--- src/rtl/cnn_pkg.sv ---
// Shared definitions for the CNN back end (dense layer -> packer -> classifier).
//  DATA_WIDTH : width of one signed logit
//  NODES      : logits per frame (number of fault classes)
//  CNT_W      : beat counter width, >= clog2(NODES)
//  packer_state_e : logit packer FSM states
//  slot_offset()  : bit offset of beat k inside a packed frame (beat 0 is the MS slot)
package cnn_pkg;

  localparam int DATA_WIDTH = 16;
  localparam int NODES      = 10;
  localparam int CNT_W      = 4;

  typedef enum logic [0:0] {
    FILL = 1'b0,
    WAIT = 1'b1
  } packer_state_e;

  // Beat k lands at (nodes-1-k)*dw so that beat 0 occupies the most significant slot.
  function automatic int slot_offset(input int k, input int nodes, input int dw);
    return (nodes - 1 - k) * dw;
  endfunction

endpackage

--- src/rtl/logit_frame_slot.sv ---
// Output holding register for one packed logit frame on a valid/ready interface.
// Ports:
//  clk        in   clock, posedge
//  reset      in   synchronous, active-low reset
//  load       in   capture load_data this cycle (only asserted when the slot is free)
//  load_data  in   FRAME_W packed frame to present
//  out_ready  in   consumer takes the frame when out_valid is high
//  out_valid  out  frame held and valid
//  out_data   out  FRAME_W packed frame; stable while out_valid && !out_ready
module logit_frame_slot #(
  parameter int FRAME_W = 160
) (
  input  logic               clk,
  input  logic               reset,
  input  logic               load,
  input  logic [FRAME_W-1:0] load_data,
  input  logic               out_ready,
  output logic               out_valid,
  output logic [FRAME_W-1:0] out_data
);

  logic               valid_q, valid_d;
  logic [FRAME_W-1:0] data_q, data_d;

  // Next-state for the holding register: a load wins, otherwise a taken frame empties the slot.
  always_comb begin
    valid_d = valid_q;
    data_d  = data_q;
    if (load) begin
      valid_d = 1'b1;
      data_d  = load_data;
    end else if (out_ready) begin
      valid_d = 1'b0;
    end else begin
      valid_d = valid_q;
    end
  end

  // Holding register flops with synchronous active-low reset.
  always_ff @(posedge clk) begin
    if (!reset) begin
      valid_q <= 1'b0;
      data_q  <= {FRAME_W{1'b0}};
    end else begin
      valid_q <= valid_d;
      data_q  <= data_d;
    end
  end

  assign out_valid = valid_q;
  assign out_data  = data_q;

endmodule

--- src/rtl/logit_packer.sv ---
// Collects one logit per valid/ready beat and presents NODES of them as one packed frame
// for the classifier. Beat 0 lands in the most significant slot.
// Ports:
//  clk        in   clock, posedge
//  reset      in   synchronous, active-low reset
//  in_valid   in   logit beat valid
//  in_ready   out  packer accepts a beat this cycle
//  in_data    in   DATA_WIDTH signed logit (passed bit-exact)
//  in_last    in   producer marks final beat; early in_last aborts the frame
//  out_valid  out  packed frame valid
//  out_ready  in   classifier consumes frame
//  out_data   out  DATA_WIDTH*NODES packed frame
//  frame_err  out  one-cycle pulse when a frame is aborted by early in_last
//  err_cnt    out  8-bit saturating aborted-frame count
// Build option: define LOGIT_PACKER_ERR_CNT_EN to add err_cnt and its counter.
module logit_packer
  import cnn_pkg::*;
#(
  parameter int DATA_WIDTH = cnn_pkg::DATA_WIDTH,
  parameter int NODES      = cnn_pkg::NODES,
  parameter int CNT_W      = cnn_pkg::CNT_W
) (
  input  logic                        clk,
  input  logic                        reset,
  input  logic                        in_valid,
  output logic                        in_ready,
  input  logic [DATA_WIDTH-1:0]       in_data,
  input  logic                        in_last,
  output logic                        out_valid,
  input  logic                        out_ready,
  output logic [DATA_WIDTH*NODES-1:0] out_data,
  output logic                        frame_err
`ifdef LOGIT_PACKER_ERR_CNT_EN
  ,
  output logic [7:0]                  err_cnt
`endif
);

  localparam int FRAME_W = DATA_WIDTH * NODES;
  localparam logic [CNT_W-1:0] LAST_CNT = CNT_W'(NODES - 1);
  localparam logic [CNT_W-1:0] CNT_ONE  = CNT_W'(1);

  packer_state_e      state_q, state_d;
  logic [CNT_W-1:0]   cnt_q, cnt_d;
  logic [FRAME_W-1:0] asm_q, asm_d;
  logic               frame_err_q, frame_err_d;
  logic               in_ready_q, in_ready_d;

  logic               slot_free_s;
  logic               beat_s;
  logic               load_s;
  logic [FRAME_W-1:0] load_data_s;
  logic [FRAME_W-1:0] filled_s;

  // FSM, beat counter and assembly register next-state.
  always_comb begin
    slot_free_s = !out_valid || out_ready;
    beat_s      = in_valid && in_ready_q;
    state_d     = state_q;
    cnt_d       = cnt_q;
    asm_d       = asm_q;
    frame_err_d = 1'b0;
    load_s      = 1'b0;
    load_data_s = asm_q;
    // Assembly image with the current beat written into its slot.
    filled_s    = asm_q;
    filled_s[slot_offset(int'(cnt_q), NODES, DATA_WIDTH) +: DATA_WIDTH] = in_data;
    case (state_q)
      FILL: begin
        if (beat_s) begin
          // The count decides completion; a missing in_last on the final beat is tolerated.
          if (cnt_q == LAST_CNT) begin
            cnt_d = {CNT_W{1'b0}};
            if (slot_free_s) begin
              load_s      = 1'b1;
              load_data_s = filled_s;
            end else begin
              asm_d   = filled_s;
              state_d = WAIT;
            end
          end else if (in_last) begin
            cnt_d       = {CNT_W{1'b0}};
            frame_err_d = 1'b1;
          end else begin
            asm_d = filled_s;
            cnt_d = cnt_q + CNT_ONE;
          end
        end else begin
          state_d = FILL;
        end
      end
      WAIT: begin
        if (slot_free_s) begin
          load_s      = 1'b1;
          load_data_s = asm_q;
          state_d     = FILL;
        end else begin
          state_d = WAIT;
        end
      end
      default: begin
        state_d = FILL;
        cnt_d   = {CNT_W{1'b0}};
      end
    endcase
    in_ready_d = (state_d == FILL);
  end

  // FSM, counter, assembly and registered status outputs.
  always_ff @(posedge clk) begin
    if (!reset) begin
      state_q     <= FILL;
      cnt_q       <= {CNT_W{1'b0}};
      asm_q       <= {FRAME_W{1'b0}};
      frame_err_q <= 1'b0;
      in_ready_q  <= 1'b1;
    end else begin
      state_q     <= state_d;
      cnt_q       <= cnt_d;
      asm_q       <= asm_d;
      frame_err_q <= frame_err_d;
      in_ready_q  <= in_ready_d;
    end
  end

  logit_frame_slot #(
    .FRAME_W (FRAME_W)
  ) u_slot (
    .clk       (clk),
    .reset     (reset),
    .load      (load_s),
    .load_data (load_data_s),
    .out_ready (out_ready),
    .out_valid (out_valid),
    .out_data  (out_data)
  );

  assign in_ready  = in_ready_q;
  assign frame_err = frame_err_q;

`ifdef LOGIT_PACKER_ERR_CNT_EN
  logic [7:0] err_cnt_q, err_cnt_d;

  // Saturating count of aborted frames, bumped on the edge that raises frame_err.
  always_comb begin
    err_cnt_d = err_cnt_q;
    if (frame_err_d && (err_cnt_q != 8'hFF)) begin
      err_cnt_d = err_cnt_q + 8'd1;
    end else begin
      err_cnt_d = err_cnt_q;
    end
  end

  // Error counter flop; only reset clears it.
  always_ff @(posedge clk) begin
    if (!reset) begin
      err_cnt_q <= 8'd0;
    end else begin
      err_cnt_q <= err_cnt_d;
    end
  end

  assign err_cnt = err_cnt_q;
`endif

endmodule

--- config.mk ---
export PLATFORM = sky130hd
export DESIGN_NAME = logit_packer
export DESIGN_NICKNAME = d
export VERILOG_FILES = /design/src/rtl/cnn_pkg.sv /design/src/rtl/logit_frame_slot.sv /design/src/rtl/logit_packer.sv
export SDC_FILE = /design/constraint.sdc
export NUM_CORES = 1
export LEC_CHECK = 0
export CAP_MARGIN = 5
export CELL_PAD_IN_SITES_DETAIL_PLACEMENT = 1
export CELL_PAD_IN_SITES_GLOBAL_PLACEMENT = 2
export CORE_MARGIN = 3
export CORE_UTILIZATION = 32
export CTS_BUF_LIST = sky130_fd_sc_hd__clkbuf_16
export DETAILED_ROUTE_END_ITERATION = 6
export PLACE_DENSITY = 0.78
export SLEW_MARGIN = 20
export SYNTH_ARGS = -nofsm -noshare
export SYNTH_HDL_FRONTEND = slang
export SYNTH_SLANG_ARGS = --single-unit
--- constraint.sdc ---
create_clock -name clk -period 4.04 [get_ports clk]
set_input_delay 0.606 -clock clk [delete_from_list [all_inputs] [get_ports clk]]
set_output_delay 0.606 -clock clk [all_outputs]
set_load 0.005 [all_outputs]
# After elaboration in Yosys (flattened, before gate mapping)
# Cells that the tools add are included.
[totals]
register_bits = 328
inputBits = 21
output_inout_bits = 163
elab_cells = 47
[op_classes]
n_addsub = 3
eq_ne = 3
n_shift = 2
n_mux = 21
bitwise_logic = 4
n_reduce_logical = 7
[op_table]
columns = ["cell", "n"]
rows = [
  ["$mux 160", 6],
  ["$pmux 160 s2", 1],
  ["$bwmux 160", 1],
  ["$shift 16x33->160 const A", 1],
  ["$shiftx 16x33->160", 1],
  ["$neg 9->33", 1],
  ["$mux 1", 9],
  ["$mux 4", 2],
  ["$sub 4x4->5 const A", 1],
  ["$add 4x1->4 const B", 1],
  ["$eq 4x4->1 const B", 1],
  ["$not 1->1", 4],
  ["$pmux 1 s2", 2],
  ["$reduce_and 4->1", 1],
  ["$reduce_or 4->1", 1],
  ["$ne 2x1->1 const B", 1],
  ["$ne 2x2->1 const B", 1],
  ["$reduce_and 2->1", 1],
  ["$reduce_bool 2->1", 1],
  ["$logic_and 1x1->1", 1],
  ["$logic_not 1->1", 1],
  ["$logic_or 1x1->1", 1],
]

# Logic depth before layout (Yosys ltp)
[depth]
ltp_word = 8
ltp_mapped = 14
mapped_depth_nobuf = 12

# Cells and area by module
# From an unflattened synthesis, not the netlist that was laid out.
[hier_totals]
hier_cells = 1399
area_unflattened_um2 = 14393.8
[modules_own_cells]
columns = ["mod", "n_inst", "cells_each", "area_each_um2"]
rows = [
  ["logit_packer", 1, 880, 8314.2],
  ["logit_frame_slot", 1, 519, 6079.6],
]

# Worst setup path after synthesis
# Ideal clock, no wire load.
[synth_timing]
kind = "reg-to-reg"
from = "reg cnt_q[1]"
to = "reg asm_q[145]"
setup_time_ps = 127
arrival_time_ps = 2977
required_time_ps = 3913
slack_ps = 935
stages_incl_launch_ff = 15
period_less_slack_ps = 3105
path_cell_list = "dfxtp_1 inv_1 ha_1 ha_1 inv_1 nand4_1 inv_1 ha_1 nand4bb_1 nor4_4 buf_2 o2111ai_1 clkbuf_1 nand3_1 o21ai_0"
[synth_between]
elab_chain_cells = 6
elab_cells_between_ends = 12
[synth_lines]
columns = ["item", "line", "text"]
rows = [
  ["start: declaration", "logit_packer.sv:44", "logic [CNT_W-1:0] cnt_q, cnt_d;"],
  ["start signal: assignment", "logit_packer.sv:113", "cnt_q <= {CNT_W{1'b0}};"],
  ["start signal: assignment", "logit_packer.sv:119", "cnt_q <= cnt_d;"],
  ["$sub 4x4->5", "cnn_pkg.sv:20", "return (nodes - 1 - k) * dw;"],
  ["$neg 9->33", "logit_packer.sv:67", "filled_s[slot_offset(int'(cnt_q), NODES, DATA_WIDTH) +: DATA_WIDTH] = in_data;"],
  ["$shiftx 16x33->160 or $shift 16x33->160 (tied branches)", "logit_packer.sv:67", ""],
  ["$bwmux 160", "logit_packer.sv:67", ""],
  ["$mux 160 (on tied branches)", "logit_packer.sv:81, logit_packer.sv:74", ""],
  ["$mux 160", "logit_packer.sv:72", "if (cnt_q == LAST_CNT) begin"],
  ["end signal: assignment", "logit_packer.sv:114", "asm_q <= {FRAME_W{1'b0}};"],
  ["end signal: assignment", "logit_packer.sv:120", "asm_q <= asm_d;"],
  ["end: declaration", "logit_packer.sv:45", "logic [FRAME_W-1:0] asm_q, asm_d;"],
]
# Several ways; a longest one is shown, not always the timed one. The select of a mux whose other input is x is not followed.
# A chain may end at the register's enable or synchronous reset.

# Worst setup path after layout
[layout_timing]
from = "reg cnt_q[1]"
to = "reg asm_q[127]"
# The elaborated chain is that of the path after synthesis.

==> impl_metrics.csv <==
group,metric,value,unit
placed_design,io_buffers,183,
synth,synth_ff_type,"dfxtp_1",
detailed_routing,dr_wl_met3,1630,um
detailed_routing,wl_per_cell,19.2,um
worst_setup_path,path_max_fanout,32,
synth,async_reset_ff_share,0,%
final_layout,fillCellCount,4560,
power,finalPower,6.79,mW
detailed_routing,drc,0,
synth,synth-compound-area-share,21.1,%
status,status,"completed",
cts,clk_latency,0.52,ns
worst_setup_path,crit_chain,"inv_1 > ha_1 > ha_1 > inv_1 > nand4_1 > inv_1 > ha_1 > nand4bb_1 > nor4_4 > buf_4 > o2111ai_2 > buf_4 > nand3_1 > o21ai_0",
synth,syn_area,12800,um^2
flow_run,maxCapViolations,0,
detailed_routing,dr_wl_met2,18900,um
synth,synth_top_family_by_area,"compound AO/OA/AOI/OAI gates",
final_layout,fin_cells,2186,
grt,grt_max_degree,168,
synth,ys_seq_area_share,51.2,%
die,pin_count,184,
synth,yosys.area_share.simple,18.0,%
placed_design,placed_cells,2118,
synth,yosysTopAreaCell,"dfxtp_1",
final_layout,syn_to_final_growth,27.2,%
detailed_routing,routed.top_layer,"met4",
cts,cts_max_level,2,
cts,cts-resized-gates,0,
power,power_density,416,nW/um^2
cts,clk_path_buf_depth,3,
die,die-height,206,um
worst_setup_path,cp_top_family,"simple AND/OR/NAND/NOR gates",
synth,ys_ff_latch,328,
worst_setup_path,worstSetupPathType,"reg -> reg",
synth,muxShareOfSynthArea,3.74,%
synth,synth_edf_count,0,
worst_setup_path,cp-startpoint,"cnt_q[1]$_SDFFE_PN0P_",
timing,finalSetupViolations,0,
timing,timing.fmax,0.272,GHz
cts,clk_transition_reported_paths,0.06,ns
final_layout,num_antenna_cells,0,
synth,synth_fa_ha_area_share,1.07,%
final_layout,drive_gt1_share,6.35,%
timing,fin_crit,3.67,ns
worst_setup_path,regToRegStartpoint,"cnt_q[1]$_SDFFE_PN0P_",
final_layout,multiInputGateArea,5740,um^2
synth,synth_xor_area_share,0.263,%
timing,rsz0062_at_grt,"false",
die,rows,72,
placed_design,gp_congestion,0.781,
die,start_util,32.8,%
synth,synthMostInstantiatedCell,"dfxtp_1",
worst_setup_path,cp-end-kind,"register",
worst_setup_path,worstPathArrival,4.06,ns
grt,grt_pass1_wl,65700,um
synth,ys_top_cells_by_area,"dfxtp_1 (51%), o21ai_0 (8.8%), nand2_1 (8.6%)",
power,p_leak,5.71,nW
detailed_routing,drt_iter0_drc,587,
synth,ys_warn_count,0,
synth,synth_cell_type_count,46,
timing,worst_pin_slew,0.979,ns
grt,antenna_found_initial,0,
die,core_region_area,39100,um^2
detailed_routing,wl,42000,um
die,die_area,42600,um^2
cts,postCtsSetupBuffers,0,
die,die_width,206,um
synth,synth_area_per_cell,8.42,um^2
worst_setup_path,crit_required,4.43,ns
detailed_routing,num_vias,11200,
cts,cts_tree,"built",
final_layout,final-seq-area,6570,um^2
placed_design,dp_hpwl,27700,um
synth,synth_fp_nets,1557,
synth,netlist.area_leader.share,51.2,%
grt,grt_pass1_vias,11200,
timing,hold_violations,0,
timing,period_share,90.9,%
detailed_routing,drtPass1Iterations,4,
final_layout,nets,1672,
timing,maxSlewViolCount,0,
grt,grt_use_total,19.5,%
cts,clock_sinks,328,
worst_setup_path,cp_num_buf_inv,5,
synth,synth_commonest_cells,"dfxtp_1 (328), nand2_1 (293), o21ai_0 (226), nand3_1 (156), clkbuf_1 (111)",
hold_path,hp-start,"asm_q[32]$_SDFFE_PN0P_",
worst_setup_path,slowest_stage,"nor4_4",
worst_setup_path,critPathMaxStageDelay,0.60,ns
synth,syn_inst,1525,
timing,finalSetupTns,0,ns
timing,relSlewSlack,34.2,%
cts,root_buffer,"clkbuf_16",
detailed_routing,drtAntennaViolNets,0,
power,irDropWorstVdd,0.000292,V
cts,cts_buffers,38,
worst_setup_path,critPathLaunchType,"register",
hold_path,hold_class,"reg -> reg",
grt,grt_overflow,0,
cts,cts_hold_buf,0,
detailed_routing,vias_per_cell,5.14,
timing,fin_worst_skew,0.0114,ns
detailed_routing,wl_met1,20400,um
sequential cells by signal, indices dropped and copies added, names as in the netlist:
register and cells:
frame_err 1, u_slot.out_data 160, cnt_q 4, in_ready 1
asm_q 160, state_q 1, u_slot.out_valid 1
cells by family (layout without fill, tap and decap cells):
logic type | count (synthesis) | in the layout
and+or+nand+nor | 510 | 510
adders and majority gates | 11 | 11
AOI/OAI and AO/OA | 475 | 475
buffers and inverters | 150 | 293
muxes | 48 | 48
xor gates and xnor gates | 3 | 3
DFF | 328 | 328
worst min-delay path, cell delays in order, from the launching register on:
cell,delay (ns)
dfxtp_1,0.31
nand2_1,0.05
a21oi_1,0.05
path summary, 6_finish.rpt:
path / end / cells after the start / slack [ns]
setup reg to reg: asm_q[127]$_SDFFE_PN0P_ / 14 / 0.37
setup / recovery: asm_q[127]$_SDFFE_PN0P_ / 14 / 0.37
hold / removal: u_slot.out_data[32]$_SDFFE_PN0P_ / 2 / 0.45
hold reg to reg: u_slot.out_data[32]$_SDFFE_PN0P_ / 2 / 0.45
layer usage:
metal / vias to the layer above / global-route usage [%]
met3: 59 / 2.88
met4: 0 / 5.62
met5: - / 0
li1: 5534 / -
met1: 5436 / 27.5
met2: 213 / 31.1
report_power, final:
| group | internal [mW] | switching, mW | leakage [nW] |
|---|---|---|---|
| registers | 3.24 | 0.00797 | 2.64 |
| logic | 0.0635 | 0.176 | 2.48 |
| clock network | 1.94 | 1.36 | 0.592 |
| total | 5.24 | 1.54 | 5.71 |
cell usage in the layout (no fill, tap or decap), types with 6 or more instances in the layout:
cell type,netlist,layout
a21boi_0,83,83
a21oi_1,98,98
a31oi_1,31,31
and2_1,17,17
buf_4,5,31
clkbuf_16,0,39
clkdlybuf4s50_1,0,182
clkinv_1,0,14
dfxtp_1,328,328
ha_1,11,11
inv_1,6,11
mux2i_1,48,48
nand2_1,293,293
nand3_1,156,156
nor2_1,6,6
o2111ai_2,2,9
o21ai_0,226,226
o21ai_1,17,17
metrics by stage:
stage / utilization (%) / hold WS [ns] / worst slack [ns] / instance area, um^2
floorplan: - / 0.430 / 0.935 / 12800
global route: 41.8 / 0.470 / 0.0685 / 16300
finish: 41.8 / 0.452 / 0.366 / 16300
CTS: 41.8 / 0.458 / 0.389 / 16300
global placement: 38.7 / 0.440 / 0.639 / 15100
detailed placement: 38.7 / 0.447 / 0.411 / 15100
cell type report:
| type | count | share of cell area, % |
|---|---|---|
| multi-input cells | 1047 | 35.1 |
| well taps | 518 | 3.97 |
| clock buffers | 39 | 5.98 |
| clock inverters | 29 | 1.26 |
| inverters | 6 | 0.138 |
| repair buffers | 219 | 13.3 |
| flip-flops and latches | 328 | 40.2 |
Power figures use the tool's default switching activity.
